### config.mk
export PLATFORM = sky130hd
export DESIGN_NAME = pipe_skid_stage
export DESIGN_NICKNAME = d
export VERILOG_FILES = /design/src/rtl/pipe_skid_stage.sv
export SDC_FILE = /design/constraint.sdc
export NUM_CORES = 1
export LEC_CHECK = 0
export BUFFER_PORTS_ARGS = -buffer_cell sky130_fd_sc_hd__buf_4
export CAP_MARGIN = 20
export CORE_ASPECT_RATIO = 1.1
export CORE_MARGIN = 3
export CORE_UTILIZATION = 55
export CTS_BUF_LIST = sky130_fd_sc_hd__clkbuf_2
export CTS_CLUSTER_SIZE = 25
export DETAILED_ROUTE_END_ITERATION = 7
export PLACE_DENSITY = 0.84
export SYNTH_ARGS = -nofsm -noshare
export SYNTH_HDL_FRONTEND = slang
export SYNTH_SLANG_ARGS = --single-unit
### constraint.sdc
create_clock -name clk -period 1.55 [get_ports clk]
set_clock_uncertainty 0.05 [all_clocks]
set_input_delay 0.2325 -clock clk [delete_from_list [all_inputs] [get_ports clk]]
set_output_delay 0.2325 -clock clk [all_outputs]
set_load 0.1 [all_outputs]
### src/rtl/pipe_skid_stage.sv
// Pipeline stage register with a ready/valid handshake and a two-entry skid buffer.
// in_ready and out_valid decode registered state only, so backpressure never forms a combinational path upstream.
module pipe_skid_stage #(
    parameter int DATA_W = 64,
    parameter int CTRL_W = 8
) (
    input  logic              clk,
    input  logic              rst,
    input  logic              in_valid,
    output logic              in_ready,
    input  logic [DATA_W-1:0] in_data,
    input  logic [CTRL_W-1:0] in_ctrl,
    input  logic              flush,
    output logic              out_valid,
    input  logic              out_ready,
    output logic [DATA_W-1:0] out_data,
    output logic [CTRL_W-1:0] out_ctrl,
    output logic [1:0]        occupancy
);

    // Encoding doubles as the occupancy count.
    typedef enum logic [1:0] {
        EMPTY = 2'd0,
        ONE   = 2'd1,
        FULL  = 2'd2
    } state_t;

    state_t            state;
    logic [DATA_W-1:0] main_data;
    logic [DATA_W-1:0] skid_data;
    logic [CTRL_W-1:0] main_ctrl;
    logic [CTRL_W-1:0] skid_ctrl;
    logic              accept;
    logic              take;

    assign in_ready  = (state != FULL);
    assign out_valid = (state != EMPTY);
    assign accept    = in_valid & in_ready;
    assign take      = out_valid & out_ready;
    assign out_data  = main_data;
    assign out_ctrl  = main_ctrl & {CTRL_W{out_valid}};
    assign occupancy = state;

    always_ff @(posedge clk) begin
        if (rst) begin
            state     <= EMPTY;
            main_data <= '0;
            skid_data <= '0;
            main_ctrl <= '0;
            skid_ctrl <= '0;
        end else if (flush) begin
            // Control is cleared so a flushed entry can never fire side effects; data is left alone.
            state     <= EMPTY;
            main_ctrl <= '0;
            skid_ctrl <= '0;
        end else begin
            case (state)
                EMPTY: begin
                    if (accept) begin
                        main_data <= in_data;
                        main_ctrl <= in_ctrl;
                        state     <= ONE;
                    end
                end
                ONE: begin
                    if (accept && take) begin
                        main_data <= in_data;
                        main_ctrl <= in_ctrl;
                    end else if (accept) begin
                        skid_data <= in_data;
                        skid_ctrl <= in_ctrl;
                        state     <= FULL;
                    end else if (take) begin
                        state <= EMPTY;
                    end
                end
                FULL: begin
                    if (take) begin
                        main_data <= skid_data;
                        main_ctrl <= skid_ctrl;
                        state     <= ONE;
                    end
                end
                default: state <= EMPTY;
            endcase
        end
    end

endmodule

==> flow_summary_export.csv, run 1 <==
group,metric,value,unit
clocking,cts_root_buf,"clkbuf_2",
run_status,first-error,"[ERROR DPL-0033] detailed placement checks failed during check placement.",
yosys,post_synth.cell_area_avg,9.02,µm²
clocking,cts-resized-gates,349,
clocking,postCtsSetupBuffers,31,
yosys,ys_seq_area_share,48.2,%
floorplanning,num_rows,39,
place,port_buffers,152,
yosys,yosysTopAreaCellShare,48.2,%
yosys,synth_edf_count,0,
yosys,synth_ff_type,"dfxtp_1",
yosys,synthesis.area,6070,µm²
floorplanning,die_x,106,µm
place,dp.final_hpwl,10000,µm
clocking,cts.sinks,146,
yosys,yosysTopAreaCell,"dfxtp_1",
yosys,synth_warnings,0,
place,place_ws,-68.1,ps
clocking,cts_hold_buf,76,
place,place.gp.congestion,0.832,
run_status,status,"aborted with a tool error",
yosys,async_reset_ff_share,0,%
yosys,synth.distinct_cells,25,
floorplanning,io_pins,153,
yosys,synthCells,673,
yosys,synthTopCellsByArea,"dfxtp_1 (48%), mux2i_1 (12%), a21oi_1 (11%)",
yosys,synth_fp_nets,750,
clocking,numCtsBuffers,17,
place,placedCellCount,926,
yosys,ys_seq_elements,146,
floorplanning,initial_core_util,57.3,%
clocking,h-tree-depth,4,
run_status,haltStage,"clock tree synthesis",
clocking,clockBufferDepth,2,
floorplanning,die_y,116,µm
==> logic make-up after synthesis <==
kind of cell | synth area share [%]
DFF | 48.2
and+or+nand+nor | 11.8
buffers and inverters | 6.06
AOI/OAI and AO/OA | 22.0
muxes | 12.0
==> per-stage QoR <==
| step | setup TNS, ps | cell area (µm²) |
|---|---|---|
| 2_1_floorplan | -3840 | 6180 |
| 3_3_place_gp | 0 | 7490 |
| 3_5_place_dp | -876 | 7490 |
==> cell usage after synthesis (2+ instances only) <==
cell,count
a211oi_1,8
a21oi_1,136
a311oi_1,64
buf_1,2
buf_2,21
buf_4,8
buf_6,7
clkbuf_1,29
dfxtp_1,146
inv_1,2
mux2i_1,73
nand2_1,144
nand2b_1,2
nor2_1,13
nor2b_1,8
==> run 2, diff against run 1 <==
Settings changed: CORE_ASPECT_RATIO 1.1 to default, CORE_UTILIZATION 55 to 40, CTS_BUF_LIST sky130_fd_sc_hd__clkbuf_2 to default, CTS_CLUSTER_SIZE 25 to default, PLACE_DENSITY 0.84 to default, PLACE_DENSITY_LB_ADDON from default to 0.15.
==> run 2 against run 1 <==
- the flow now finishes, with violations (setup timing)
- synthesized cell count stayed put
- synthesized area did not move
==> flow_summary_export.csv, run 2 <==
group,metric,value,unit
setup_path,cp_num_buf_inv,4,
setup_path,path_cells,"buf_6, buf_6, nor4bb_4, buf_4, nand2_8, clkbuf_16, nand2_1, a21oi_1",
global_routing,grt_pass1_wl,26100,µm
finish,antenna-diode-count,0,
yosys,synthTopCellsByArea,"dfxtp_1 (48%), mux2i_1 (12%), a21oi_1 (11%)",
finish,drive_gt1_share,44.7,%
place,place.gp.congestion,0.752,
yosys,synth_edf_count,0,
yosys,ys_seq_area_share,48.2,%
clocking,cts.sinks,146,
yosys,synthCells,673,
floorplanning,core,14700,µm²
job,maxCapViolations,0,
setup_path,r2r_start,"occupancy[1]",
global_routing,grt_max_degree,67,
clocking,clk_pin_slew,60,ps
sta,fin_crit_sh,110,%
sta,worst_slew_pin_slew,441,ps
clocking,cts_hold_buf,0,
setup_path,critical_path.top_delay_family,"buffers and inverters",
place,postPlaceCellArea,7510,µm²
clocking,cts_root_buf,"clkbuf_16",
setup_path,worstRegToRegCells,8,
yosys,synth_ff_type,"dfxtp_1",
yosys,synth.distinct_cells,25,
floorplanning,initial_core_util,41.3,%
setup_path,path_class,"register to register",
place,dp.final_hpwl,9970,µm
routing,wl,20800,µm
setup_path,arrival,1940,ps
setup_path,crit_cells,8,
clocking,worstSkewPairLatency,430,ps
sta,max_freq,587,MHz
min_path,hold_path_class,"input pin to register",
finish,syn2layout_area_growth,60.6,%
yosys,post_synth.cell_area_avg,9.02,µm²
sta,holdWs,17.4,ps
place,port_buffers,152,
clocking,h-tree-depth,4,
setup_path,r2r_setup_slack,-150,ps
finish,fin_cells,1041,
sta,finalSetupViolations,145,
global_routing,grt.total_usage,19.7,%
finish,final_cell_mix,"buf_4 (148), dfxtp_1 (144), nand2_1 (110), a21oi_1 (79), mux2i_1 (73)",
clocking,clockBufferDepth,2,
floorplanning,dieArea,16700,µm²
place,place_ws,-86.5,ps
yosys,ys_seq_elements,146,
floorplanning,num_rows,44,
finish,fin_util,66.3,%
yosys,synthTopCellsByCount,"dfxtp_1 (146), nand2_1 (144), a21oi_1 (136)",
global_routing,gr-total-overflow,0,
setup_path,cp_common_cell,"buf_6",
run_status,status,"finished, violations left",
yosys,synth_fp_nets,750,
setup_path,cp_max_fo,8,
global_routing,antenna_found_initial,0,
clocking,numCtsBuffers,17,
yosys,yosysTopAreaCell,"dfxtp_1",
setup_path,setup.worst_path.start,"occupancy[1]",
routing,drt_first_iter_violations,418,
power,ir_drop,0.850,mV
setup_path,slowest_delay,350,ps
finish,layout_commonest_cell,"buf_4",
setup_path,cp-start-kind,"register",
routing,antenna_left,0,
power,p_leak,4.12,nW
finish,design_area,9750,µm²
sta,fin_ws,-155,ps
setup_path,reg2reg_to,"skid_data[42]",
setup_path,crit_end,"skid_data[42]",
run_status,violations,"setup timing",
floorplanning,io_pins,153,
setup_path,slowest_stage,"dfxtp_4",
routing,dr_total_vias,5868,
clocking,tritoncts,"done",
sta,hold_viol_final,0,
routing,via_per_inst,5.64,
sta,fin_tns_setup,-14180,ps
routing,drc_errors,0,
floorplanning,die_y,129,µm
min_path,holdPathStages,3,
sta,slew_headroom,70.6,%
routing,dr.pass1.iters,5,
sta,min_period,1700,ps
floorplanning,die_x,129,µm
sta,rsz0062_at_grt,"true",
yosys,yosysTopAreaCellShare,48.2,%
yosys,async_reset_ff_share,0,%
setup_path,required,1790,ps
place,placedCellCount,963,
routing,detail_route.wl_per_cell,20.0,µm
sta,final_max_slew_viol_count,0,
yosys,yosys.cell_count.top_type,"dfxtp_1",
global_routing,grt_pass1_vias,5173,
finish,final_nets,921,
yosys,synth_warnings,0,
power,p_per_area,1050,nW/µm²
yosys,synthesis.area,6070,µm²
power,finalPower,10.3,mW
setup_path,worstSetupEndpointType,"register",
[run 2: cell counts after synthesis]
Identical to the previous run, type by type.
[run 2: cell families after synthesis]
group	after synthesis	synth area share [%]
compound gates	211	22.0
simple gates	174	11.8
buf+inv	69	6.06
flops	146	48.2
mux	73	12.0
[run 2: repair_timing]
item	in CTS	in global routing
pin swaps	4	113
buffers inserted	6	9
gates resized for setup	35	161
setup endpoints to repair	61	154
gates cloned	5	28
[run 2: cell type report]
| class | count | area [µm²] |
|---|---|---|
| Sequential cell | 146 | 2930 |
| Clock inverter | 3 | 17.5 |
| Inverter | 2 | 13.8 |
| Fill cell | 1140 | 4950 |
| Timing Repair Buffer | 219 | 2590 |
| Tap cell | 184 | 230 |
| Clock buffer | 29 | 532 |
| Multi-Input combinational cell | 458 | 3430 |
[run 2: worst min path at each step]
stage               slack, ps            end           from
global route               20  skid_data[18]    in_data[18]
finish                     20   skid_ctrl[6]     in_ctrl[6]
detailed placement        400   skid_ctrl[0]   skid_ctrl[0]
global placement          390  skid_data[58]  skid_data[58]
floorplan                 320   skid_ctrl[0]     in_ctrl[0]
CTS                         4  skid_data[14]    in_data[14]
[run 2: tightest hold or removal path, stage by stage]
cell and delay, ps:
buf_4 110, nand2_1 50, a21oi_1 50
[run 2: where the power goes]
part | switching (mW) | leakage (nW) | internal, mW
Combinational | 1.59 | 2.66 | 0.829
Clock | 1.51 | 0.267 | 2.31
Sequential | 0.115 | 1.19 | 3.90
Total | 3.22 | 4.12 | 7.04
[run 2: routing by layer]
| layer | track usage, % | up-vias | share of wire, % |
|---|---|---|---|
| met5 | 0 | - | 0 |
| met4 | 7.60 | 0 | 2.0 |
| met3 | 5.77 | 36 | 6.9 |
| met2 | 33.0 | 209 | 50 |
| met1 | 24.0 | 2852 | 41 |
| li1 | - | 2771 | - |
(Power assumes the default switching activity.)
==> run 3, diff against run 2 <==
Settings changed: ABC_AREA from default to 1.
==> run 3 against run 2 <==
- via count grew 15%
- critical path type is now register to output port
- sequential power decreased by 1%
- setup slack gained 40 ps
- global-route usage up 0.41 points
- utilization shrank 9.1 points
- die area rose by 8.2%
- clock power grew 6.0%
- the run still ends with setup timing left
- largest cell class unchanged
- hold slack improved by 23 ps
==> flow_summary_export.csv, run 3 <==
group,metric,value,unit
run_status,status,"finished, violations left",
run_status,violations,"setup timing",
clocking,cts_root_buf,"clkbuf_16",
setup_path,cp_num_buf_inv,3,
setup_path,cp-start-kind,"register",
place,port_buffers,152,
min_path,hold_start,"in_data[14]",
clocking,worstSkewPairLatency,420,ps
place,place.gp.congestion,0.806,
sta,final_max_slew_viol_count,0,
routing,drt_first_iter_violations,395,
global_routing,grt_pass1_wl,29900,µm
floorplanning,io_pins,153,
setup_path,required,1270,ps
clocking,h-tree-depth,4,
routing,dr_total_vias,6758,
setup_path,path_cells,"nor2_4, buf_12, clkinvlp_4, buf_6",
sta,worst_slew_pin_slew,443,ps
power,swShare,31.4,%
power,finalPower,10.1,mW
floorplanning,core,16000,µm²
yosys,yosys.cell_count.top_type,"nand2_1",
global_routing,grt_pass1_vias,6070,
yosys,async_reset_ff_share,0,%
power,p_leak,4.40,nW
routing,antenna_left,0,
place,dp.final_hpwl,11500,µm
setup_path,reg2reg_to,"out_data[40]",
floorplanning,die_x,134,µm
place,place_ws,91.4,ps
setup_path,r2r_setup_slack,10,ps
routing,drc_errors,0,
routing,via_per_inst,4.78,
routing,dr.pass1.iters,7,
yosys,synth_warnings,0,
sta,finalSetupViolations,10,
power,p_per_area,1100,nW/µm²
finish,final_nets,1261,
power,p_clk_share,40.2,%
clocking,cts.sinks,146,
clocking,clk_pin_slew,60,ps
sta,min_period,1670,ps
sta,rsz0062_at_grt,"true",
setup_path,slowest_delay,360,ps
setup_path,cp_max_fo,10,
setup_path,worstRegToRegCells,6,
global_routing,gr-total-overflow,0,
finish,final_cell_mix,"nand2_1 (349), buf_4 (160), nor2_1 (148), dfxtp_1 (144), nand3_1 (135)",
floorplanning,dieArea,18100,µm²
setup_path,slowest_stage,"dfxtp_4",
finish,layout_commonest_cell,"nand2_1",
yosys,synthTopCellsByArea,"dfxtp_1 (44%), nand2_1 (20%), nand3_1 (10%)",
finish,drive_gt1_share,20.5,%
yosys,yosysTopAreaCellShare,44.4,%
setup_path,setup.worst_path.start,"occupancy[0]",
sta,fin_crit_sh,107,%
yosys,synthesis.area,6590,µm²
global_routing,antenna_found_initial,1,
yosys,yosysTopAreaCell,"dfxtp_1",
min_path,holdPathStages,3,
routing,detail_route.wl_per_cell,14.3,µm
finish,syn2layout_area_growth,39.0,%
setup_path,worstSetupEndpointType,"output port",
sta,fin_ws,-115,ps
setup_path,critical_path.top_delay_family,"buffers and inverters",
clocking,tritoncts,"done",
global_routing,grt_max_degree,74,
sta,hold_viol_final,0,
sta,slew_headroom,70.4,%
yosys,synth_edf_count,0,
finish,antenna-diode-count,0,
power,power.switching,3.17,mW
routing,wl,20300,µm
yosys,synthCells,1039,
yosys,synth_fp_nets,1116,
setup_path,r2r_start,"occupancy[0]",
floorplanning,die_y,134,µm
setup_path,path_class,"register to output port",
min_path,hold_path_class,"input pin to register",
setup_path,arrival,1380,ps
power,power_frac_seq,39.4,%
floorplanning,initial_core_util,41.2,%
power,ir_drop,0.820,mV
yosys,synth.distinct_cells,15,
min_path,hold_end,"skid_data[14]",
yosys,post_synth.cell_area_avg,6.34,µm²
global_routing,grt.total_usage,20.1,%
power,intPower,6.92,mW
sta,max_freq,601,MHz
yosys,ys_seq_area_share,44.4,%
clocking,numCtsBuffers,17,
yosys,ys_seq_elements,146,
yosys,synth_ff_type,"dfxtp_1",
power,pwr-share-comb,20.4,%
job,maxCapViolations,0,
floorplanning,num_rows,46,
yosys,synthTopCellsByCount,"nand2_1 (352), nor2_1 (157), dfxtp_1 (146)",
clocking,clockBufferDepth,2,
run 3: changes by cell type in the layout (fill, tap and decap cells not counted), sizes merged, moves of 15 or more:
cell,previous run,this run
nand2,145,352
nor2,14,158
nand3,0,136
inv,1,86
mux2i,73,0
a21oi,136,72
a311oi,64,0
clkbuf,50,28
o21ai,1,16
run 3: final cells by class:
type	instances	area, µm²
Multi-Input combinational cell	735	3160
Clock inverter	11	109
Inverter	86	327
Fill cell	1660	6840
Sequential cell	146	2930
Tap cell	216	270
Clock buffer	21	470
Timing Repair Buffer	198	1900
run 3: what timing repair did:
action / CTS / global route
hold buffers: 6 / 0
resized for setup: 32 / 12
endpoints found under the hold margin: 7 / 0
setup endpoints to repair: 11 / 98
gates cloned: 0 / 10
buffers inserted: 2 / 2
pin swaps: 5 / 5
run 3: per-layer routing:
| layer | global-route usage (%) | vias to the layer above | share of wire (%) |
|---|---|---|---|
| li1 | - | 3501 | - |
| met5 | 0 | - | 0.064 |
| met3 | 5.81 | 28 | 6.4 |
| met1 | 25.8 | 3037 | 46 |
| met4 | 7.47 | 2 | 2.0 |
| met2 | 32.3 | 190 | 46 |
run 3: how the worst max path moves through the flow:
| stage | cells after the start | end |
|---|---|---|
| 2_1_floorplan | 3 | out_valid |
| 3_3_place_gp | 8 | out_data[57] |
| 3_5_place_dp | 8 | out_data[63] |
| 4_1_cts | 4 | out_valid |
| 5_1_grt | 4 | out_valid |
| 6_report | 4 | out_valid |
run 3: power by group through the flow:
stage	combinational [mW]	sequential (mW)	clock, mW
floorplan	0.572	4.93	0
global placement	1.98	4.06	0
detailed placement	1.99	4.06	0
CTS	2.02	3.98	4.12
global route	2.19	4.00	4.31
finish	2.06	3.98	4.06
run 3: tightest hold or removal path, cell delays in order:
cell and delay [ps]:
buf_4 110, nand3_1 70, a21oi_1 60
run 3: kinds of logic after synthesis:
kind of cell / synth area share (%)
AND/OR/NAND/NOR: 39.5
buffers and inverters: 9.46
flip-flops: 44.4
AO/OA/AOI/OAI: 6.68
run 3: stage by stage:
step	hold WS [ps]	util, %	area (µm²)	cells	TNS (ps)
2_1_floorplan	317	-	6700	1039	-1770
3_3_place_gp	382	50.6	8100	1361	0
3_5_place_dp	390	50.6	8100	1361	0
4_1_cts	30.9	55.5	8880	1401	-801
5_1_grt	30.5	57.2	9160	1413	-4510
6_report	40.4	57.2	9160	1413	-779
